File: src/rtl/inst_fetch_pkg.sv
// inst_fetch_pkg: shared constants, FSM encoding and PC alignment helper for the IF stage
package inst_fetch_pkg;
  localparam logic [31:0] NOP          = 32'h0000_0000;
  localparam logic [31:0] RESET_PC_DEF = 32'hBFC0_0000;
  typedef enum logic [1:0] {S_FETCH = 2'd0, S_WAIT = 2'd1, S_HOLD = 2'd2} state_e;
  function automatic logic [31:0] align(input logic [31:0] a);
    return {a[31:2], 2'b00};
  endfunction
endpackage

File: src/rtl/inst_fetch_pc_reg.sv
// inst_fetch_pc_reg: fetch PC register with +4 advance, redirect mux and alignment check
//  clk, rstn  : clock, asynchronous active-low reset
//  redirect_i : load target_i (low bits forced to 0); wins over inc_i
//  target_i   : redirect target
//  inc_i      : advance fetch PC by one word (wraps mod 2^32)
//  fetch_pc_o : address of the next word to request
//  addr_err_o : sticky flag, a misaligned redirect target was seen
module inst_fetch_pc_reg
  import inst_fetch_pkg::*;
#(
  parameter logic [31:0] RESET_PC = RESET_PC_DEF
) (
  input  logic        clk,
  input  logic        rstn,
  input  logic        redirect_i,
  input  logic [31:0] target_i,
  input  logic        inc_i,
  output logic [31:0] fetch_pc_o,
  output logic        addr_err_o
);
  logic [31:0] pc_q;
  logic        err_q;
  always_ff @(posedge clk or negedge rstn) begin
    if (!rstn) begin
      pc_q  <= RESET_PC;
      err_q <= 1'b0;
    end else begin
      pc_q  <= redirect_i ? align(target_i) : inc_i ? pc_q + 32'd4 : pc_q;
      err_q <= err_q | (redirect_i && target_i[1:0] != 2'b00);
    end
  end
  assign fetch_pc_o = pc_q;
  assign addr_err_o = err_q;
endmodule

File: src/rtl/inst_fetch.sv
// inst_fetch: IF stage - owns the PC, issues one imem read at a time, feeds decode
//  clk, rstn            : clock, asynchronous active-low reset
//  stall                : hold outputs, park any returning word
//  redirect_valid/_pc   : branch/jump redirect from decode
//  imem_req/_addr       : read request, held with stable address until imem_ack
//  imem_ack/_rdata      : one-cycle read response
//  instruction/pc       : word to decode and its address (NOP when inst_valid=0)
//  pc_plus_4            : pc + 4
//  inst_valid           : instruction/pc hold a real fetched word
//  addr_err             : sticky misaligned-redirect flag
module inst_fetch
  import inst_fetch_pkg::*;
#(
  parameter logic [31:0] RESET_PC = RESET_PC_DEF
) (
  input  logic        clk,
  input  logic        rstn,
  input  logic        stall,
  input  logic        redirect_valid,
  input  logic [31:0] redirect_pc,
  output logic        imem_req,
  output logic [31:0] imem_addr,
  input  logic        imem_ack,
  input  logic [31:0] imem_rdata,
  output logic [31:0] instruction,
  output logic [31:0] pc,
  output logic [31:0] pc_plus_4,
  output logic        inst_valid,
  output logic        addr_err
);
  state_e      state_q, state_d;
  logic        discard_q, discard_d, valid_q, valid_d;
  logic [31:0] addr_q, addr_d, instr_q, instr_d, pc_q, pc_d;
  logic [31:0] buf_instr_q, buf_instr_d, buf_pc_q, buf_pc_d;
  logic [31:0] fetch_pc;
  logic        ack, take, load_buf;
  // an ack outside S_WAIT has no request behind it and is ignored
  assign ack      = imem_ack && state_q == S_WAIT;
  assign take     = ack && !discard_q && !redirect_valid;
  assign load_buf = state_q == S_HOLD && !stall && !redirect_valid;
  inst_fetch_pc_reg #(.RESET_PC(RESET_PC)) u_pc (
    .clk        (clk),
    .rstn       (rstn),
    .redirect_i (redirect_valid),
    .target_i   (redirect_pc),
    .inc_i      (take),
    .fetch_pc_o (fetch_pc),
    .addr_err_o (addr_err)
  );
  always_comb begin
    state_d     = state_q;
    discard_d   = discard_q;
    addr_d      = addr_q;
    instr_d     = instr_q;
    pc_d        = pc_q;
    valid_d     = valid_q;
    buf_instr_d = buf_instr_q;
    buf_pc_d    = buf_pc_q;
    case (state_q)
      // a redirect here would change fetch_pc this edge, so wait one cycle to issue
      S_FETCH: if (!redirect_valid) begin
        state_d = S_WAIT;
        addr_d  = fetch_pc;
      end
      S_WAIT: if (ack) begin
        discard_d = 1'b0;
        state_d   = (take && stall) ? S_HOLD : S_FETCH;
      end else if (redirect_valid) begin
        discard_d = 1'b1;
      end
      S_HOLD: state_d = (redirect_valid || !stall) ? S_FETCH : S_HOLD;
      default: state_d = S_FETCH;
    endcase
    // a word returning under stall is parked so unconsumed output is never overwritten
    if (take && stall) begin
      buf_instr_d = imem_rdata;
      buf_pc_d    = addr_q;
    end
    if (redirect_valid) begin
      valid_d = 1'b0;
      instr_d = NOP;
    end else if (load_buf || (take && !stall)) begin
      valid_d = 1'b1;
      instr_d = load_buf ? buf_instr_q : imem_rdata;
      pc_d    = load_buf ? buf_pc_q : addr_q;
    end else if (valid_q && !stall) begin
      valid_d = 1'b0;
      instr_d = NOP;
    end
  end
  always_ff @(posedge clk or negedge rstn) begin
    if (!rstn) begin
      state_q     <= S_FETCH;
      discard_q   <= 1'b0;
      addr_q      <= RESET_PC;
      instr_q     <= NOP;
      pc_q        <= RESET_PC;
      valid_q     <= 1'b0;
      buf_instr_q <= NOP;
      buf_pc_q    <= RESET_PC;
    end else begin
      state_q     <= state_d;
      discard_q   <= discard_d;
      addr_q      <= addr_d;
      instr_q     <= instr_d;
      pc_q        <= pc_d;
      valid_q     <= valid_d;
      buf_instr_q <= buf_instr_d;
      buf_pc_q    <= buf_pc_d;
    end
  end
  assign imem_req    = state_q == S_WAIT;
  assign imem_addr   = addr_q;
  assign instruction = instr_q;
  assign pc          = pc_q;
  assign pc_plus_4   = pc_q + 32'd4;
  assign inst_valid  = valid_q;
  ack_needs_req: assert property (@(posedge clk) disable iff (!rstn) imem_ack |-> imem_req);
endmodule

File: config.mk
export PLATFORM = sky130hd
export DESIGN_NAME = inst_fetch
export DESIGN_NICKNAME = d
export VERILOG_FILES = /design/src/rtl/inst_fetch_pkg.sv /design/src/rtl/inst_fetch_pc_reg.sv /design/src/rtl/inst_fetch.sv
export SDC_FILE = /design/constraint.sdc
export NUM_CORES = 1
export LEC_CHECK = 0
export BUFFER_PORTS_ARGS = -buffer_cell sky130_fd_sc_hd__buf_4
export CORE_UTILIZATION = 35
export DETAILED_ROUTE_END_ITERATION = 7
export PLACE_DENSITY = 0.58
export SYNTH_ARGS = -nofsm -noshare
export SYNTH_HDL_FRONTEND = slang
export SYNTH_SLANG_ARGS = --single-unit
File: constraint.sdc
create_clock -name clk -period 6.3 [get_ports clk]
set_clock_uncertainty 0.15 [all_clocks]
set_input_delay 1.26 -clock clk [delete_from_list [all_inputs] [get_ports clk]]
set_output_delay 1.26 -clock clk [all_outputs]
set_load 0.01 [all_outputs]
==> After elaboration in Yosys (flattened, before gate mapping) <==
Index checks and enable logic that the tools add are counted.
W data, S select, Z words.
{ "word_totals": {"register_bits": 197, "inputBits": 69} }
{ "op_classes": {"n_addsub": 2, "eq_ne": 4, "n_mux": 17, "bitwise_logic": 2, "n_reduce_logical": 23} }
{ "ops": {"columns": ["operator", "count"], "rows": [
  ["$mux W32", 7],
  ["$add A32 B3 Y32 const B", 2],
  ["$logic_and A1 B1 Y1", 9],
  ["$mux W2", 4],
  ["$reduce_and A2 Y1", 4],
  ["$pmux W2 S3", 1],
  ["$reduce_bool A2 Y1", 3],
  ["$mux W1", 5],
  ["$logic_not A1 Y1", 3],
  ["$reduce_bool A3 Y1", 1],
  ["$eq A2 B1 Y1 const B", 1],
  ["$eq A2 B2 Y1 const B", 1],
  ["$logic_not A2 Y1", 1],
  ["$logic_or A1 B1 Y1", 2],
  ["$ne A2 B1 Y1 const B", 1],
  ["$ne A2 B2 Y1 const B", 1],
  ["$not A1 Y1", 1],
  ["$or A1 B1 Y1", 1]
]} }

==> Logic depth before layout (Yosys ltp) <==
{ "logic_depth": {"depth_word": 8, "mapped_depth": 6} }

==> Modules after synthesis <==
Synthesis repeated with hierarchy kept, for this count alone.
{ "hier_totals": {"cells_unflattened": 834, "hier_area_um2": 9155.0} }
{ "by_module_without_submodules": {"columns": ["module", "n_inst", "cells_per_inst", "area_per_inst_um2"], "rows": [
  ["inst_fetch", 1, 622, 7304.5],
  ["inst_fetch_pc_reg", 1, 212, 1850.5]
]} }

==> Worst setup path after synthesis <==
OpenSTA, ideal clock, no wires.
{ "synth_path": {"path_type": "flip-flop to output port", "from": "register pc_q[2], in the netlist pc[2]", "to": "output port pc_plus_4[24]", "t_arrival_ps": 1770, "required_time_ps": 4890, "slack_ps": 3120, "stages_incl_launch_ff": 6, "path_buffers": 0, "cell_sequence": "dfrtp_1 -> ha_1 -> nand4_1 -> nor4_1 -> nand4_1 -> xnor2_1"} }
{ "synth_via": {"elab_chain_len": 1} }
{ "synth_rtl": {"columns": ["element", "line_no", "rtl"], "rows": [
  ["start, declared", "inst_fetch.sv:33", "logic [31:0] addr_q, addr_d, instr_q, instr_d, pc_q, pc_d;"],
  ["start signal, assigned", "inst_fetch.sv:106", "pc_q <= pc_d;"],
  ["$add A32 B3 Y32", "inst_fetch.sv:116", "assign pc_plus_4 = pc_q + 32'd4;"],
  ["end, declared", "inst_fetch.sv:27", "output logic [31:0] pc_plus_4,"]
]} }
Every way passes these cells.

==> Worst setup path in the final report <==
{ "layout_path": {"from": "register pc_q[2], in the netlist pc[2]", "to": "output port pc_plus_4[26]"} }
The elaborated chain is that of the path after synthesis.

==> results.toml <==
[run_status]
outcome = "completed"

[layout]
n_antenna_cell = 0
nFillCells = 2344
final_util_pct = 45.5
multi_input_comb_area_um2 = 3830
drive_above_1_share_pct = 39.9
syn2layout_area_growth_pct = 26.3
regArea_um2 = 4770
fin_nets = 991

[place]
place_congestion = 0.792
dp_hpwl_mm = 15.5
post-place-ws_ns = 2.51
portBuffers = 193

[yosys]
yosys.area_share.adder_pct = 0.283
synthFlopType = "dfrtp_1"
async_flop_share_pct = 100
avgSynthCellArea_um2 = 11.8
yosys-top-cells-area = "dfrtp_1 43%, mux2_2 12%, dfstp_2 11%"
netlist_top_cells_count = "153 x dfrtp_1, 92 x mux2_2, 66 x nand2_1"
syn_inst = 747
seq_area_frac_synth_pct = 54.0
yosys.area_share.simple_pct = 11.5
synth_xor_area_share_pct = 3.77
yosysTopAreaCell = "dfrtp_1"
synth.distinct_cells = 47
synth-edff-count = 0
ys_ff_latch = 189
syn_area_um2 = 8840
synth-warning-count = 0
synth_compound_area_share_pct = 8.62
synth_top_area_share_pct = 43.3
synthMuxAreaShare_pct = 18.9
synth_top_family_by_area = "multiplexers"
synth.most_common_cell = "dfrtp_1"

[clocking]
hold_buffers = 0
numCtsBuffers = 17
clock_latency_ns = 0.43
root_buffer = "clkbuf_16"
post_cts_buffers = 0
htreeDepth = 4
tritoncts = "done"
clk_path_buf_depth = 2
post_cts_resized = 0
path_clk_slew_ns = 0.07
cts.sinks = 189

[timing]
fin_crit_sh_pct = 66.1
rsz0062_at_grt = "no"
fmax_mhz = 240
slew_violations = 0
period_minus_slack_ns = 4.16
setup-violations-final = 0
worst_slew_pin_slew_ns = 1.12
fin_setup_tns_ns = 0
hold_viol = 0
relSlewSlack_pct = 24.9
fin_ws_ns = 2.14

[power_and_ir_drop]
p_comb_share_pct = 27.8
internal-power_uw = 2910
leakage_uw = 0.00480
clock_power_share_pct = 25.2
p_sw_share_pct = 32.4
power_density_nw_per_um2 = 386
total_power_uw = 4310
ir_drop_mv = 0.142
p_sw_uw = 1400
pwr-share-seq_pct = 47.0

[drt]
drcViolationCount = 0
vias = 6277
first_pass_iters = 4
vias_per_cell = 4.99
avgRoutedWirePerCell_um = 17.5
wl_mm = 22.1
drt_iter0_markers = 365
ant_nets = 0

[worst_hold_path]
hp-class = "flip-flop to flip-flop"
hold_depth = 1

[setup_path]
worst-r2r-cell-count = 4
crit_buf_inv = 1
critPathCaptureType = "primary output"
cp_slowest_stage_delay_ns = 0.85
cpLargestDelayFamily = "simple AND/OR/NAND/NOR gates"
worstPathRequired_ns = 4.89
cp-start-kind = "flip-flop"
critPathKind = "flip-flop to primary output"
path_cells = "ha_1 -> nand4_1 -> nor3_1 -> nand3_1 -> xnor2_1 -> buf_4"
cp.arrival_ns = 2.75
cp.depth = 6
crit_fanout = 6
crit_slowest_cell = "nor3_1"

[run]
drv_cap = 0

[grt]
grt_pass1_wl_mm = 34.9
grt_pass1_vias = 6115
grt_start_max_net_pins = 93
overflow = 0
antenna_found_initial = 0
grt_usage_pct = 17.4

[floorplan]
die_w_um = 161
io_pins = 200
dieHeight_um = 161
dieArea_um2 = 25900
core_um2 = 24500
num_rows = 57
start_util_pct = 36.0
[cell usage in the layout, fill, tap and decap left out, types with 6 or more instances in the layout]
cell / Yosys / layout
a31oi_1: 12 / 12
and2_1: 6 / 6
and3_1: 6 / 6
and4_1: 7 / 7
buf_4: 6 / 200
clkbuf_16: 0 / 17
conb_1: 1 / 6
dfrtp_1: 153 / 153
dfstp_2: 36 / 36
inv_1: 9 / 9
mux2_2: 92 / 92
mux2i_1: 63 / 63
nand2_1: 66 / 65
nand3_1: 25 / 25
nand4_1: 21 / 21
nor2_1: 17 / 17
o21ai_0: 43 / 43
o2bb2ai_1: 32 / 32
o31ai_1: 11 / 11
or4_1: 19 / 19
xnor2_1: 25 / 25
xor2_1: 13 / 13
[through the flow]
stage          cells  instance area [um^2]  hold WS, ns
2_1_floorplan    752                  8860        0.329
3_3_place_gp    1225                 10600        0.320
3_5_place_dp    1225                 10600        0.325
4_1_cts         1257                 11200        0.346
5_1_grt         1257                 11200        0.354
6_report        1257                 11200        0.341
[flip-flops by register name (all words and copies together), names as in the netlist]
signal,flops
buf_instr_q,32
buf_pc_q,30
discard_q,1
imem_addr,30
inst_valid,1
instruction,32
pc,30
state_q,2
u_pc.addr_err_o,1
u_pc.fetch_pc_o,30
[metal layers]
metal / GRT usage, % / routed length, um / up-vias / share of wire [%]
li1: - / - / 3082 / -
met1: 25.9 / 11100 / 3019 / 50
met2: 25.7 / 9770 / 154 / 44
met3: 3.18 / 821 / 22 / 3.7
met4: 5.15 / 350 / 0 / 1.6
met5: 0 / 0 / - / 0
[worst reg2reg max path: cells and delay by family (launching register included)]
| family | cells | cell delay, ns |
|---|---|---|
| simple gates | 2 | 1.36 |
| buf+inv | 1 | 0.52 |
| mux | 1 | 0.31 |
| flops | 1 | 0.44 |
[layout make-up]
| class | count | share of cell area, % |
|---|---|---|
| sequential | 189 | 42.8 |
| multi-input combinational | 502 | 34.4 |
| tap | 324 | 3.63 |
| clock buffer | 17 | 3.81 |
| clock inverter | 15 | 1.56 |
| inverter | 9 | 0.303 |
| timing repair buffer | 201 | 13.6 |
[final timing paths]
path	startpoint	endpoint	slack, ns
worst max-delay path	pc[2]$_DFFE_PN0P_	pc_plus_4[26]	2.14
worst min-delay path	instruction[31]$_DFFE_PN0P_	instruction[31]$_DFFE_PN0P_	0.34
worst max register to register	state_q[1]$_DFFE_PN0P_	buf_instr_q[22]$_DFFE_PN0P_	3.41
worst min register to register	instruction[31]$_DFFE_PN0P_	instruction[31]$_DFFE_PN0P_	0.34
max in group asynchronous	rstn	buf_pc_q[7]$_DFFE_PN0P_	4.07
min in group asynchronous	rstn	u_pc.fetch_pc_o[3]$_DFFE_PN0P_	0.74
[cells by family after synthesis]
| group | Yosys count |
|---|---|
| AO/OA/AOI/OAI | 113 |
| XOR/XNOR | 38 |
| adder cells (fa/ha/maj) | 2 |
| buffers and inverters | 61 |
| flip-flops | 189 |
| multiplexers | 155 |
| other | 1 |
| AND/OR/NAND/NOR | 188 |
[power by group through the flow]
stage / Sequential, uW / Combinational [uW] / Clock (uW)
global placement: 2030 / 1200 / 0
global route: 2090 / 1300 / 1170
CTS: 2030 / 1220 / 1120
detailed placement: 2050 / 1220 / 0
finish: 2030 / 1200 / 1090
floorplan: 2000 / 582 / 0
No activity file was read; power rests on OpenSTA's default activity.
